==> src/rtl/bitpair_pack.sv <==
// bitpair_pack: packs (sum, carry) bit pairs into WIDTH-bit words and queues
// completed words in a small output FIFO of DEPTH entries.
//   - pair k lands at bits {2k+1, 2k} as {carry, sum}
//   - in_flush emits a partially filled word (unfilled bits zero)
//   - a push into a full FIFO without a same-cycle pop drops the word and sets
//     the sticky ovf flag
// Optional feature: define BITPAIR_PARITY_EN to store per-entry even parity
// and present it on out_parity; otherwise out_parity is tied to 0.
// Handshake: a word leaves the FIFO on a rising edge where out_valid and
// out_ready are both 1; out_data/out_parity hold while out_valid && !out_ready.
// dbg_state exposes the packer FSM (0 = IDLE, 1 = FILL).
module bitpair_pack #(
    parameter int WIDTH = 8,
    parameter int DEPTH = 2
) (
    input  logic             clk,
    input  logic             rstn,
    input  logic             in_valid,
    input  logic             in_sum,
    input  logic             in_carry,
    input  logic             in_flush,
    output logic             out_valid,
    input  logic             out_ready,
    output logic [WIDTH-1:0] out_data,
    output logic             out_parity,
    output logic             ovf,
    output logic [3:0]       level,
    output logic             dbg_state
);

    localparam int NPAIR = WIDTH / 2;
    localparam int CW    = $clog2(NPAIR);
    localparam int PW    = (DEPTH > 1) ? $clog2(DEPTH) : 1;

    typedef enum logic {
        IDLE = 1'b0,
        FILL = 1'b1
    } state_t;

    state_t            state_q, state_d;
    logic [CW-1:0]     count_q, count_d;
    logic [WIDTH-1:0]  shreg_q, shreg_d;
    logic [WIDTH-1:0]  word_w;
    logic              last_pair;
    logic              push;
    logic              pop;
    logic              accept;
    logic              drop;

    logic [WIDTH-1:0]  mem_q [DEPTH];
    logic [PW-1:0]     wr_ptr_q, wr_ptr_d;
    logic [PW-1:0]     rd_ptr_q, rd_ptr_d;
    logic [3:0]        level_q, level_d;
    logic              ovf_q;

    // Packer: merge the current pair into the word, decide on a push, and
    // compute the next FSM state, pair count and partial word.
    always_comb begin
        word_w    = shreg_q;
        state_d   = state_q;
        count_d   = count_q;
        shreg_d   = shreg_q;
        if (in_valid) begin
            word_w = shreg_q | (WIDTH'({in_carry, in_sum}) << {count_q, 1'b0});
        end
        last_pair = in_valid && (count_q == CW'(NPAIR - 1));
        // A flush only has something to emit once at least one pair is held,
        // either from earlier cycles (FILL) or from this very cycle.
        push      = last_pair || (in_flush && ((state_q == FILL) || in_valid));
        if (push) begin
            state_d = IDLE;
            count_d = '0;
            shreg_d = '0;
        end else if (in_valid) begin
            state_d = FILL;
            count_d = count_q + CW'(1);
            shreg_d = word_w;
        end
    end

    // Packer state register.
    always_ff @(posedge clk or negedge rstn) begin
        if (!rstn) begin
            state_q <= IDLE;
            count_q <= '0;
            shreg_q <= '0;
        end else begin
            state_q <= state_d;
            count_q <= count_d;
            shreg_q <= shreg_d;
        end
    end

    // FIFO control: a full FIFO still accepts a push when the head leaves in
    // the same cycle; otherwise the word is dropped.
    always_comb begin
        pop      = out_valid && out_ready;
        accept   = push && ((level_q != 4'(DEPTH)) || pop);
        drop     = push && !accept;
        wr_ptr_d = wr_ptr_q;
        rd_ptr_d = rd_ptr_q;
        level_d  = level_q;
        if (accept) begin
            wr_ptr_d = (wr_ptr_q == PW'(DEPTH - 1)) ? '0 : wr_ptr_q + PW'(1);
        end
        if (pop) begin
            rd_ptr_d = (rd_ptr_q == PW'(DEPTH - 1)) ? '0 : rd_ptr_q + PW'(1);
        end
        case ({accept, pop})
            2'b10:   level_d = level_q + 4'd1;
            2'b01:   level_d = level_q - 4'd1;
            default: level_d = level_q;
        endcase
    end

    // FIFO pointers, occupancy and the sticky overflow flag.
    always_ff @(posedge clk or negedge rstn) begin
        if (!rstn) begin
            wr_ptr_q <= '0;
            rd_ptr_q <= '0;
            level_q  <= '0;
            ovf_q    <= 1'b0;
        end else begin
            wr_ptr_q <= wr_ptr_d;
            rd_ptr_q <= rd_ptr_d;
            level_q  <= level_d;
            if (drop) begin
                ovf_q <= 1'b1;
            end
        end
    end

    // FIFO word storage, written on accepted pushes.
    always_ff @(posedge clk or negedge rstn) begin
        if (!rstn) begin
            for (int i = 0; i < DEPTH; i++) begin
                mem_q[i] <= '0;
            end
        end else if (accept) begin
            mem_q[wr_ptr_q] <= word_w;
        end
    end

`ifdef BITPAIR_PARITY_EN
    logic par_q [DEPTH];

    // Parity storage alongside each FIFO entry.
    always_ff @(posedge clk or negedge rstn) begin
        if (!rstn) begin
            for (int i = 0; i < DEPTH; i++) begin
                par_q[i] <= 1'b0;
            end
        end else if (accept) begin
            par_q[wr_ptr_q] <= ^word_w;
        end
    end

    // Parity of the head entry, zero while the FIFO is empty.
    always_comb begin
        out_parity = out_valid ? par_q[rd_ptr_q] : 1'b0;
    end
`else
    // No parity storage in this build.
    always_comb begin
        out_parity = 1'b0;
    end
`endif

    // Output view: head word is shown only while valid, so reset and an empty
    // FIFO both present zeros.
    always_comb begin
        out_valid = (level_q != 4'd0);
        out_data  = out_valid ? mem_q[rd_ptr_q] : '0;
        ovf       = ovf_q;
        level     = level_q;
        dbg_state = (state_q == FILL);
    end

endmodule

==> config.mk <==
export PLATFORM = sky130hd
export DESIGN_NAME = bitpair_pack
export DESIGN_NICKNAME = d
export VERILOG_FILES = /design/src/rtl/bitpair_pack.sv
export SDC_FILE = /design/constraint.sdc
export NUM_CORES = 1
export LEC_CHECK = 0
export ABC_AREA = 1
export ABC_CLOCK_PERIOD_IN_PS = 2270
export BUFFER_PORTS_ARGS = -buffer_cell sky130_fd_sc_hd__buf_2
export CAP_MARGIN = 25
export CORE_MARGIN = 10
export CORE_UTILIZATION = 56
export CTS_CLUSTER_SIZE = 30
export DETAILED_ROUTE_END_ITERATION = 12
export HOLD_SLACK_MARGIN = 0.08
export PLACE_DENSITY = 0.76
export SYNTH_ARGS = -nofsm -noshare
export SYNTH_HDL_FRONTEND = slang
export SYNTH_SLANG_ARGS = --single-unit
export TNS_END_PERCENT = 5
==> constraint.sdc <==
create_clock -name clk -period 2.27 [get_ports clk]
set_input_delay 0.1135 -clock clk [delete_from_list [all_inputs] [get_ports clk]]
set_output_delay 0.1135 -clock clk [all_outputs]
set_load 0.02 [all_outputs]
==> results.cfg, run 1 <==
[grt]
gr-usage-met2_pct = 20.09
global_route.peak_usage_layer = met2
global_route.usage.met1_pct = 16.50
initial_antenna_violation_count = 0
grt_use_total_pct = 12.86
grt_overflow_total = 0
grt_pass1_wl_mm = 5.706
met3_usage_pct = 3.516
largest_net_degree_at_the_start_of_global_routing = 35
number_of_global_route_vias_before_repair = 1293

[clocking]
cts_post_setup_buffers_inserted = 0
ctsLongestPathBuffers = 2
h-tree-depth = 2
cts.repair.resized = 0
insertion_delay_ps = 330
tritoncts = yes
total_clock_sinks = 34
cts_inserted_buffers = 5
clk_pin_slew_worst_paths_ps = 100
cts-root-buf = clkbuf_4
post_cts_hold_buffer_count = 4

[cells_and_area]
share_of_post_route_cells_with_drive_strength_above_1_pct = 17.87
antenna_cells = 0
synthesis_to_finish_area_growth_pct = 13.09
layout.nets = 245
final_design_area_no_fill_sq_mm = 0.001978

[synthesis]
syn-instance-count = 207
synthFlopType = dfrtp_1
post_synthesis_cell_area_sq_mm = 0.001749
yosys.cell_types.count = 27
synth_largest_type_area_fraction_pct = 48.64
synthMuxAreaShare_pct = 0
syn_avg_cell_area_sq_um = 8.450
synthesized_area_fraction_occupied_by_xor_and_xnor_cells_pct = 1.502
synth-simple-area-share_pct = 22.68
largest_family_of_logic_cells_by_synthesized_area = simple AND/OR/NAND/NOR gates
async_flop_share_pct = 100.0
synth_area_leaders = dfrtp_1 (49%), nand2_1 (11%), inv_1 (7.7%)
synthesis.yosys.warnings = 0
synthAdderAreaFrac_pct = 3.290
postSynthNetCount = 218
synth.ff_latch_count = 34
synth_sequential_area_ratio_pct = 48.64
synth_edf_count = 0
synth_area_leader_cell = dfrtp_1
synth_most_common_cell = nand2_1
synth_compound_gate_area_share_pct = 12.59
synthTopCellsByCount = nand2_1 (51), inv_1 (36), dfrtp_1 (34)

[die]
die_y_um = 75.89
start_util_pct = 57.77
die-area_sq_mm = 0.005759
rows = 20
top_level_ports = 23
chipWidth_um = 75.89
core_area_sq_mm = 0.003028

[timing]
slew-limit-headroom_pct = 50.47
finalHoldViolations = 0
worst_clock_skew_ps = 7.180
hold-worst-slack_ps = 113.7
worst-slew-pin-transition_ps = 742.9
period_needed_ps = 2035
achievable-frequency_mhz = 491.5
aggregate_negative_setup_slack_ps = 0
timing.final.setup_violations = 0
finalCritPeriodShare_pct = 89.64
rsz0062_at_grt = no
timing.final.max_slew_violations = 0

[setup_path]
path_cells = ha_1 -> nand2_1 -> nand2_2 -> nand2_4 -> nand3_2 -> inv_1 -> ha_1 -> a21oi_1 -> nand2_1 -> nand3_1 -> nand3_1 -> nand2_1 -> nand2_1
cp_data_arrival_time_ps = 2270
worst_path_most_repeated_cell = nand2_1
required_ps = 2500
critical_path.endpoint_type = register
cp-start-kind = register
critical_path.max_fanout = 8
slowest_delay_ps = 440
setup_cp_type = reg2reg
family_with_the_most_delay_on_the_worst_path = simple AND/OR/NAND/NOR gates
critical_path_buf_inv_count = 1
cp_slowest_cell = dfrtp_1

[power_and_ir_drop]
vdd.ir_drop.worst_v = 0.0006740
cellLeakagePower_nw = 1.110
power_per_cell_area_mw_per_mm2 = 1218

[routing]
detailroute.via_count = 1321
routedWlPerCell_um = 11.67
drtPass1Iterations = 4
drc = 0
vias_per_cell = 4.735
dr_iter_0_viols = 69
finalWirelength_mm = 3.256
antenna_left = 0

[flow_run]
max_cap_viol_count = 0

[placed_design]
placedInstanceArea_sq_mm = 0.001874
globalplace.congestion = 0.8276
numPortBuffers = 21
place.detailed.hpwl_mm = 2.427

[run_status]
status = completed

[worst_hold_path]
classification_of_the_worst_slack_hold_path = in2reg
[layer usage]
metal	routed length, um	part of all wire, %	vias to the layer above
met2	1446	44	21
met4	47	1.4	0
met5	0	0	-
met3	181	5.6	7
li1	-	-	692
met1	1580	49	601
[cells by family after synthesis]
logic type	Yosys count
other	1
AND/OR/NAND/NOR	82
flip-flops	34
XOR/XNOR	3
adder cells (fa/ha/maj)	4
buffers and inverters	45
AO/OA/AOI/OAI	38
[final cells by class]
class,instances,area (sq um)
Clock buffer,6,51.30
Clock inverter,2,12.51
Fill cell,278,1050
Inverter,39,151.4
Multi-Input combinational cell,128,704.4
Sequential cell,34,850.8
Tap cell,44,55.05
Timing Repair Buffer,26,152.6
[worst register-to-register path: cells and delay by family, from the launching register on]
family | cells | cell delay, ps
AOI/OAI and AO/OA | 1 | 150
adders and majority gates | 2 | 470
buffers and inverters | 1 | 110
DFF | 1 | 440
and+or+nand+nor | 9 | 770
[power breakdown]
| group | internal [W] | switching, W |
|---|---|---|
| Combinational | 0.000399 | 0.000654 |
| Clock | 0.000149 | 0.000208 |
| Sequential | 0.000820 | 0.000181 |
| Total | 0.00137 | 0.00104 |
[state kept, by name, summed over array words and instances (netlist names)]
name	count
count_q	2
dbg_state	1
level	4
mem_q	16
ovf	1
rd_ptr_q	1
shreg_q	8
wr_ptr_q	1
[path summary, 6_finish.rpt]
| kind | from | endpoint | slack (ps) | depth (start not counted) |
|---|---|---|---|---|
| min in group asynchronous | rstn | mem_q[10]$_DFFE_PN0P_ | 360 | 2 |
| worst max register to register | count_q[0]$_DFFE_PN0P_ | level[3]$_DFFE_PN0P_ | 240 | 13 |
| max in group asynchronous | rstn | mem_q[15]$_DFFE_PN0P_ | 1420 | 2 |
| worst max-delay path | count_q[0]$_DFFE_PN0P_ | level[3]$_DFFE_PN0P_ | 240 | 13 |
| worst min register to register | ovf$_DFFE_PN0P_ | ovf$_DFFE_PN0P_ | 490 | 1 |
| worst min-delay path | out_ready | rd_ptr_q$_DFFE_PN0P_ | 110 | 3 |
[metrics by stage]
step	worst slack (ps)	total power (W)	utilization, %	instances
finish	235.2	0.002410	65.33	279
global route	38.47	0.002635	65.33	279
CTS	226.0	0.002442	65.33	279
detailed placement	248.5	0.002079	61.90	267
global placement	339.7	0.002043	61.90	267
floorplan	283.3	0.001781	-	207
[placed cells by master (no fill, tap or decap), types with 3 or more instances in the layout]
| cell | synthesis | final |
|---|---|---|
| a21oi_1 | 9 | 9 |
| buf_2 | 1 | 21 |
| clkbuf_4 | 0 | 5 |
| dfrtp_1 | 34 | 34 |
| dlygate4sd3_1 | 0 | 4 |
| ha_1 | 3 | 3 |
| inv_1 | 36 | 36 |
| nand2_1 | 51 | 51 |
| nand2_2 | 3 | 3 |
| nand3_1 | 8 | 8 |
| nor2_1 | 13 | 13 |
| o21a_1 | 7 | 7 |
| o21ai_0 | 10 | 10 |
| o21ai_1 | 7 | 7 |
| o21bai_1 | 5 | 5 |
(Power assumes the default switching activity.)
==> inputs of run 2 (changes only) <==
CORE_ASPECT_RATIO = 1.75   (was not set)
==> run 2 against run 1 <==
Against the previous run: via count shrank 0.23%; utilization grew 1.3 points; flip-flop and latch count is the same; power grew 3.5%; die area grew 1.5%; worst setup slack lost 0.57 ps; hold slack lost 6.1 ps; final cell count shrank 1.8%; register-to-register slack is essentially flat; largest cell class unchanged; highest routed layer unchanged.
==> results.cfg, run 2 (same netlist as run 1, synthesis figures left out) <==
[die]
start_util_pct = 59.09
chipWidth_um = 62.25
top_level_ports = 23
die_y_um = 93.93
rows = 26
core_area_sq_mm = 0.002960
die-area_sq_mm = 0.005847

[cells_and_area]
share_of_post_route_cells_with_drive_strength_above_1_pct = 17.67
n_fill_cell = 265
antenna_cells = 0
post_layout_nonfiller_instances = 274
largest_reg_flops = 16
multiInputGateArea_sq_um = 704.4
layout.cells.most_common = nand2_1
synthesis_to_finish_area_growth_pct = 12.80
final_cell_mix = nand2_1 (51), inv_1 (36), dfrtp_1 (34)
layout.nets = 242
final-seq-area_sq_um = 850.8
largest_register = mem_q

[power_and_ir_drop]
pwr-share-comb_pct = 41.7
p_seq_share_pct = 39.9
cellLeakagePower_nw = 1.109
vdd.ir_drop.worst_v = 0.0007734
power.internal_w = 0.001459
net-switching-power_w = 0.001035
switching_share_pct = 41.49
clock_power_share_pct = 18.4
power_per_cell_area_mw_per_mm2 = 1264

[clocking]
cts_inserted_buffers = 5
clk_pin_slew_worst_paths_ps = 70
ctsLongestPathBuffers = 2
cts.repair.resized = 0
cts-root-buf = clkbuf_8
insertion_delay_ps = 290
tritoncts = yes
total_clock_sinks = 34
h-tree-depth = 2

[timing]
worst_clock_skew_ps = 4.618
period_needed_ps = 2035
rsz0062_at_grt = no
timing.final.max_slew_violations = 0
achievable-frequency_mhz = 491.3
worst-slew-pin-transition_ps = 743.3
finalHoldViolations = 0
timing.final.setup_violations = 0
slew-limit-headroom_pct = 50.45
aggregate_negative_setup_slack_ps = 0
finalCritPeriodShare_pct = 89.66

[routing]
detailroute.via_count = 1318
dr_iter_0_viols = 15
vias_per_cell = 4.810
drc = 0
finalWirelength_mm = 3.183
drtPass1Iterations = 4
routedWlPerCell_um = 11.62
antenna_left = 0

[worst_hold_path]
min_delay_worst_endpoint = dbg_state$_DFFE_PN0P_
min_from = in_flush
hold_depth = 4
classification_of_the_worst_slack_hold_path = in2reg

[setup_path]
critical_path.max_fanout = 8
crit-reg2reg-launch = count_q[0]$_DFFE_PN0P_
required_ps = 2450
critical_path.endpoint_type = register
cp_data_arrival_time_ps = 2220
cp-start-kind = register
timing.rr.end = level[3]$_DFFE_PN0P_
setup_cp_type = reg2reg
regToRegSetupSlack_ps = 230
worst-r2r-cell-count = 13

[grt]
grt_pass1_wl_mm = 5.802
grt_overflow_total = 0
grt_use_total_pct = 12.12
largest_net_degree_at_the_start_of_global_routing = 35
initial_antenna_violation_count = 0
number_of_global_route_vias_before_repair = 1286

[run_status]
status = completed

[placed_design]
place.detailed.hpwl_mm = 2.446
numPortBuffers = 21
globalplace.congestion = 0.7315
placedCellCount = 265

[flow_run]
max_cap_viol_count = 0
[run 2: cell count changes in the layout (fill, tap and decap cells not counted)]
| cell | change |
|---|---|
| clkbuf_1 | +1 |
| clkinvlp_4 | -1 |
| clkbuf_8 | +5 |
| clkbuf_4 | -5 |
| dlygate4sd3_1 | -3 |
[run 2: what timing repair did]
item	CTS	global route
buffers inserted	0	0
setup endpoints to repair	0	0
hold buffers	1	0
endpoints found under the hold margin	34	0
[run 2: critical path, cell delays in order, from the launching register on]
cell	delay, ps
dfrtp_1	420
ha_1	210
nand2_1	80
nand2_2	70
nand2_4	110
nand3_2	130
inv_1	100
ha_1	260
a21oi_1	150
nand2_1	90
nand3_1	110
nand3_1	80
nand2_1	70
nand2_1	50
[run 2: final cells by class]
type	count	share of cell area, %
flip-flops and latches	34	43.12
multi-input cells	128	35.70
inverters	39	7.673
repair buffers	23	6.214
clock buffers	7	4.375
well taps	42	2.663
clock inverters	1	0.2536
[run 2: worst max-delay path by stage]
stage	start	to	slack, ps
final	count_q[0]$_DFFE_PN0P_	level[3]$_DFFE_PN0P_	230
after global routing	count_q[0]$_DFFE_PN0P_	level[3]$_DFFE_PN0P_	20
after CTS	count_q[0]$_DFFE_PN0P_	level[3]$_DFFE_PN0P_	210
after detailed placement	count_q[0]$_DFFE_PN0P_	level[3]$_DFFE_PN0P_	230
after global placement	count_q[0]$_DFFE_PN0P_	level[3]$_DFFE_PN0P_	320
after floorplan	level[3]$_DFFE_PN0P_	level[3]$_DFFE_PN0P_	280
[run 2: power by group through the flow]
| stage | clock [W] | combinational, W | sequential (W) |
|---|---|---|---|
| 3_5_place_dp | 0 | 0.00106 | 0.00101 |
| 3_3_place_gp | 0 | 0.00104 | 0.00100 |
| 2_1_floorplan | 0 | 0.000780 | 0.00100 |
| 5_1_grt | 0.000489 | 0.00121 | 0.00103 |
| 6_report | 0.000459 | 0.00104 | 0.000995 |
| 4_1_cts | 0.000466 | 0.00107 | 0.000998 |
[run 2: through the flow]
step                      cell area, sq um  hold WS (ps)  power, W  setup slack, ps  utilization (%)
after floorplan                       1749        -182.1  0.001781            283.3                -
after global placement                1872         218.3  0.002043            319.2            63.23
after detailed placement              1872         220.3  0.002067            225.6            63.23
after CTS                             1973         105.1  0.002531            213.3            66.65
after global routing                  1973         132.9  0.002726            24.88            66.65
final                                 1973         107.5  0.002494            234.6            66.65
[run 2: per-layer routing]
| layer | track usage, % | wire [um] | vias to the layer above |
|---|---|---|---|
| met5 | 0 | 0 | - |
| met4 | 6.322 | 74 | 0 |
| met3 | 4.182 | 141 | 10 |
| met2 | 21.05 | 1618 | 21 |
| met1 | 12.58 | 1348 | 604 |
| li1 | - | - | 683 |
==> inputs of run 3 (changes only) <==
ABC_AREA = not set   (was 1)
ABC_CLOCK_PERIOD_IN_PS = 1700   (was 2270)
CORE_UTILIZATION = 50   (was 56)
PLACE_DENSITY = 0.72   (was 0.76)
clock period = 1.7 ns   (was 2.27 ns; I/O delays follow)
==> run 3 against run 2 <==
Against the previous run: the flow now finishes with violations (setup timing); clock power is 95% higher; flip-flop and latch count unchanged; first-iteration DRC count rose by 140%; critical path type unchanged.
==> results.cfg, run 3 <==
[setup_path]
critical_path.endpoint_type = register
setup_cp_type = reg2reg
cp_slowest_cell = dfrtp_1
cp_depth = 8
critical_path_buf_inv_count = 1
path_cells = ha_2 -> nor2_2 -> nor2_1 -> or2_4 -> buf_4 -> fa_1 -> xnor2_1 -> mux2_4
cp-start-kind = register
family_with_the_most_delay_on_the_worst_path = adder cells
cp_data_arrival_time_ps = 2200
slowest_delay_ps = 390
worst-r2r-cell-count = 8
critical_path.max_fanout = 2
required_ps = 1880

[grt]
number_of_global_route_vias_before_repair = 1318
grt_overflow_total = 0
largest_net_degree_at_the_start_of_global_routing = 35
initial_antenna_violation_count = 0
grt_pass1_wl_mm = 5.989
grt_use_total_pct = 12.69

[cells_and_area]
n_fill_cell = 225
final_cell_mix = dfrtp_1 (32), nor2_1 (29), buf_2 (21), buf_4 (21), mux2i_1 (11)
largest_register = mem_q
largest_reg_flops = 16
share_of_post_route_cells_with_drive_strength_above_1_pct = 34.54
synthesis_to_finish_area_growth_pct = 31.67
multiInputGateArea_sq_um = 689.4
layout.nets = 204
layout.cells.most_common = dfrtp_1
final-seq-area_sq_um = 853.3
antenna_cells = 0

[synthesis]
syn_avg_cell_area_sq_um = 10.56
synth_largest_type_area_fraction_pct = 54.79
synth_most_common_cell = dfrtp_1
yosys.cell_types.count = 30
synth.ff_latch_count = 34
synthesis.yosys.warnings = 0
synth_area_leaders = dfrtp_1 (55%), nor2_1 (7.3%), mux2i_1 (7.1%)
syn-instance-count = 147
synth_area_leader_cell = dfrtp_1
async_flop_share_pct = 100.0
synthAdderAreaFrac_pct = 3.707
synthTopCellsByCount = dfrtp_1 (34), nor2_1 (30), mux2i_1 (11)
synth_edf_count = 0
post_synthesis_cell_area_sq_mm = 0.001553
synth_compound_gate_area_share_pct = 10.80
postSynthNetCount = 158
synth-simple-area-share_pct = 16.28
synthFlopType = dfrtp_1
largest_family_of_logic_cells_by_synthesized_area = simple AND/OR/NAND/NOR gates
synth_sequential_area_ratio_pct = 54.79
synthMuxAreaShare_pct = 8.058
synthesized_area_fraction_occupied_by_xor_and_xnor_cells_pct = 3.384

[clocking]
cts-root-buf = clkbuf_8
tritoncts = yes
ctsLongestPathBuffers = 2
total_clock_sinks = 34
h-tree-depth = 2
cts_inserted_buffers = 5
insertion_delay_ps = 290
clk_pin_slew_worst_paths_ps = 70

[die]
core_area_sq_mm = 0.002960
rows = 26
die_y_um = 93.72
top_level_ports = 23
start_util_pct = 52.45
die-area_sq_mm = 0.005822
chipWidth_um = 62.13

[routing]
detailroute.via_count = 1191
routedWlPerCell_um = 15.08
dr_iter_0_viols = 36
vias_per_cell = 5.047
drc = 0
drtPass1Iterations = 5
finalWirelength_mm = 3.559
antenna_left = 0

[run_status]
status = complete, but fails checks
failed_checks = setup timing

[placed_design]
globalplace.congestion = 0.8735
place.detailed.hpwl_mm = 2.603
numPortBuffers = 21

[timing]
aggregate_negative_setup_slack_ps = -2017
slew-limit-headroom_pct = 44.94
worst_clock_skew_ps = 5.587
period_needed_ps = 2018
hold-worst-slack_ps = 138.7
finalHoldViolations = 0
worst-slew-pin-transition_ps = 819.8
achievable-frequency_mhz = 495.6
timing.final.max_slew_violations = 0
rsz0062_at_grt = yes
timing.final.ws_setup_ps = -317.8
timing.final.setup_violations = 11
finalCritPeriodShare_pct = 118.7

[power_and_ir_drop]
clock_power_share_pct = 21.9
vdd.ir_drop.worst_v = 0.001407
pwr-share-comb_pct = 44.2
power.internal_w = 0.002522
report.power.total_w = 0.004090
net-switching-power_w = 0.001567
cellLeakagePower_nw = 1.003
p_seq_share_pct = 33.9
switching_share_pct = 38.32
power_per_cell_area_mw_per_mm2 = 2000

[worst_hold_path]
hold_depth = 3
classification_of_the_worst_slack_hold_path = in2reg

[flow_run]
max_cap_viol_count = 0
-- run 3: cell types whose count changed in the layout (fill, tap and decap cells not counted), moves of 4 or more --
cell,previous run,this run
nor2_1,13,29
a31oi_1,0,6
o21ai_1,7,0
nand2_1,51,9
inv_1,36,2
nand3_1,8,2
buf_4,1,21
mux2i_1,0,11
xnor2_1,1,5
o21bai_1,5,0
o21a_1,7,0
-- run 3: area by class of cell --
cell class | instances | share of cell area [%]
Sequential cell | 34 | 41.74
Tap cell | 42 | 2.570
Timing Repair Buffer | 45 | 14.38
Multi-Input combinational cell | 103 | 33.72
Clock buffer | 5 | 3.366
Inverter | 4 | 0.8568
Clock inverter | 3 | 3.366
-- run 3: worst register-to-register path, stage by stage, from the launching register on --
cell     delay [ps]
dfrtp_1         390
ha_2            190
nor2_2          100
nor2_1           60
or2_4           240
buf_4           140
fa_1            370
xnor2_1         150
mux2_4          260
-- run 3: power by group through the flow --
stage,sequential [W],clock (W),combinational (W)
after floorplan,0.00144,0,0.00108
after detailed placement,0.00140,0,0.00177
after global routing,0.00142,0.000948,0.00200
after CTS,0.00139,0.000909,0.00182
after global placement,0.00137,0,0.00169
final,0.00139,0.000895,0.00181
-- run 3: through the flow --
stage	instance area, sq um	std cells	util, %	setup WS (ps)
after floorplan	1572	147	-	-567.9
after global placement	1829	221	61.79	-305.1
after detailed placement	1829	221	61.79	-388.9
after CTS	2032	236	68.64	-367.7
after global routing	2044	236	69.06	-427.3
final	2044	236	69.06	-317.8
-- run 3: path summary, 6_finish.rpt --
check / from / end / slack (ps)
min in group asynchronous: rstn / level[1]$_DFFE_PN0P_ / 420
worst min-delay path: in_carry / shreg_q[3]$_DFFE_PN0P_ / 140
worst max register to register: count_q[1]$_DFFE_PN0P_ / level[2]$_DFFE_PN0P_ / -320
worst min register to register: ovf$_DFFE_PN0P_ / ovf$_DFFE_PN0P_ / 450
worst max-delay path: count_q[1]$_DFFE_PN0P_ / level[2]$_DFFE_PN0P_ / -320
max in group asynchronous: rstn / level[2]$_DFFE_PN0P_ / 770
-- run 3: layer usage --
metal	GRT usage, %	share of wire (%)	vias to the layer above
li1	-	-	588
met1	13.52	40	567
met2	21.31	52	30
met3	5.496	6.0	6
met4	5.556	1.1	0
met5	0	0	-
-- run 3: cell families (layout without fill, tap and decap cells) --
| group | after synthesis | after routing |
|---|---|---|
| compound gates | 29 | 29 |
| mux | 12 | 12 |
| fa+ha+maj | 4 | 4 |
| flops | 34 | 34 |
| xor+xnor | 6 | 6 |
| simple gates | 51 | 51 |
| other cells | 1 | 1 |
| buf+inv | 10 | 57 |
-- run 3: what timing repair did --
item	4_1_cts	5_1_grt
buffers inserted	5	0
pin swaps	8	6
endpoints found under the setup margin	11	15
hold buffers	2	0
hold endpoints to repair	35	0
gates resized for setup	3	3
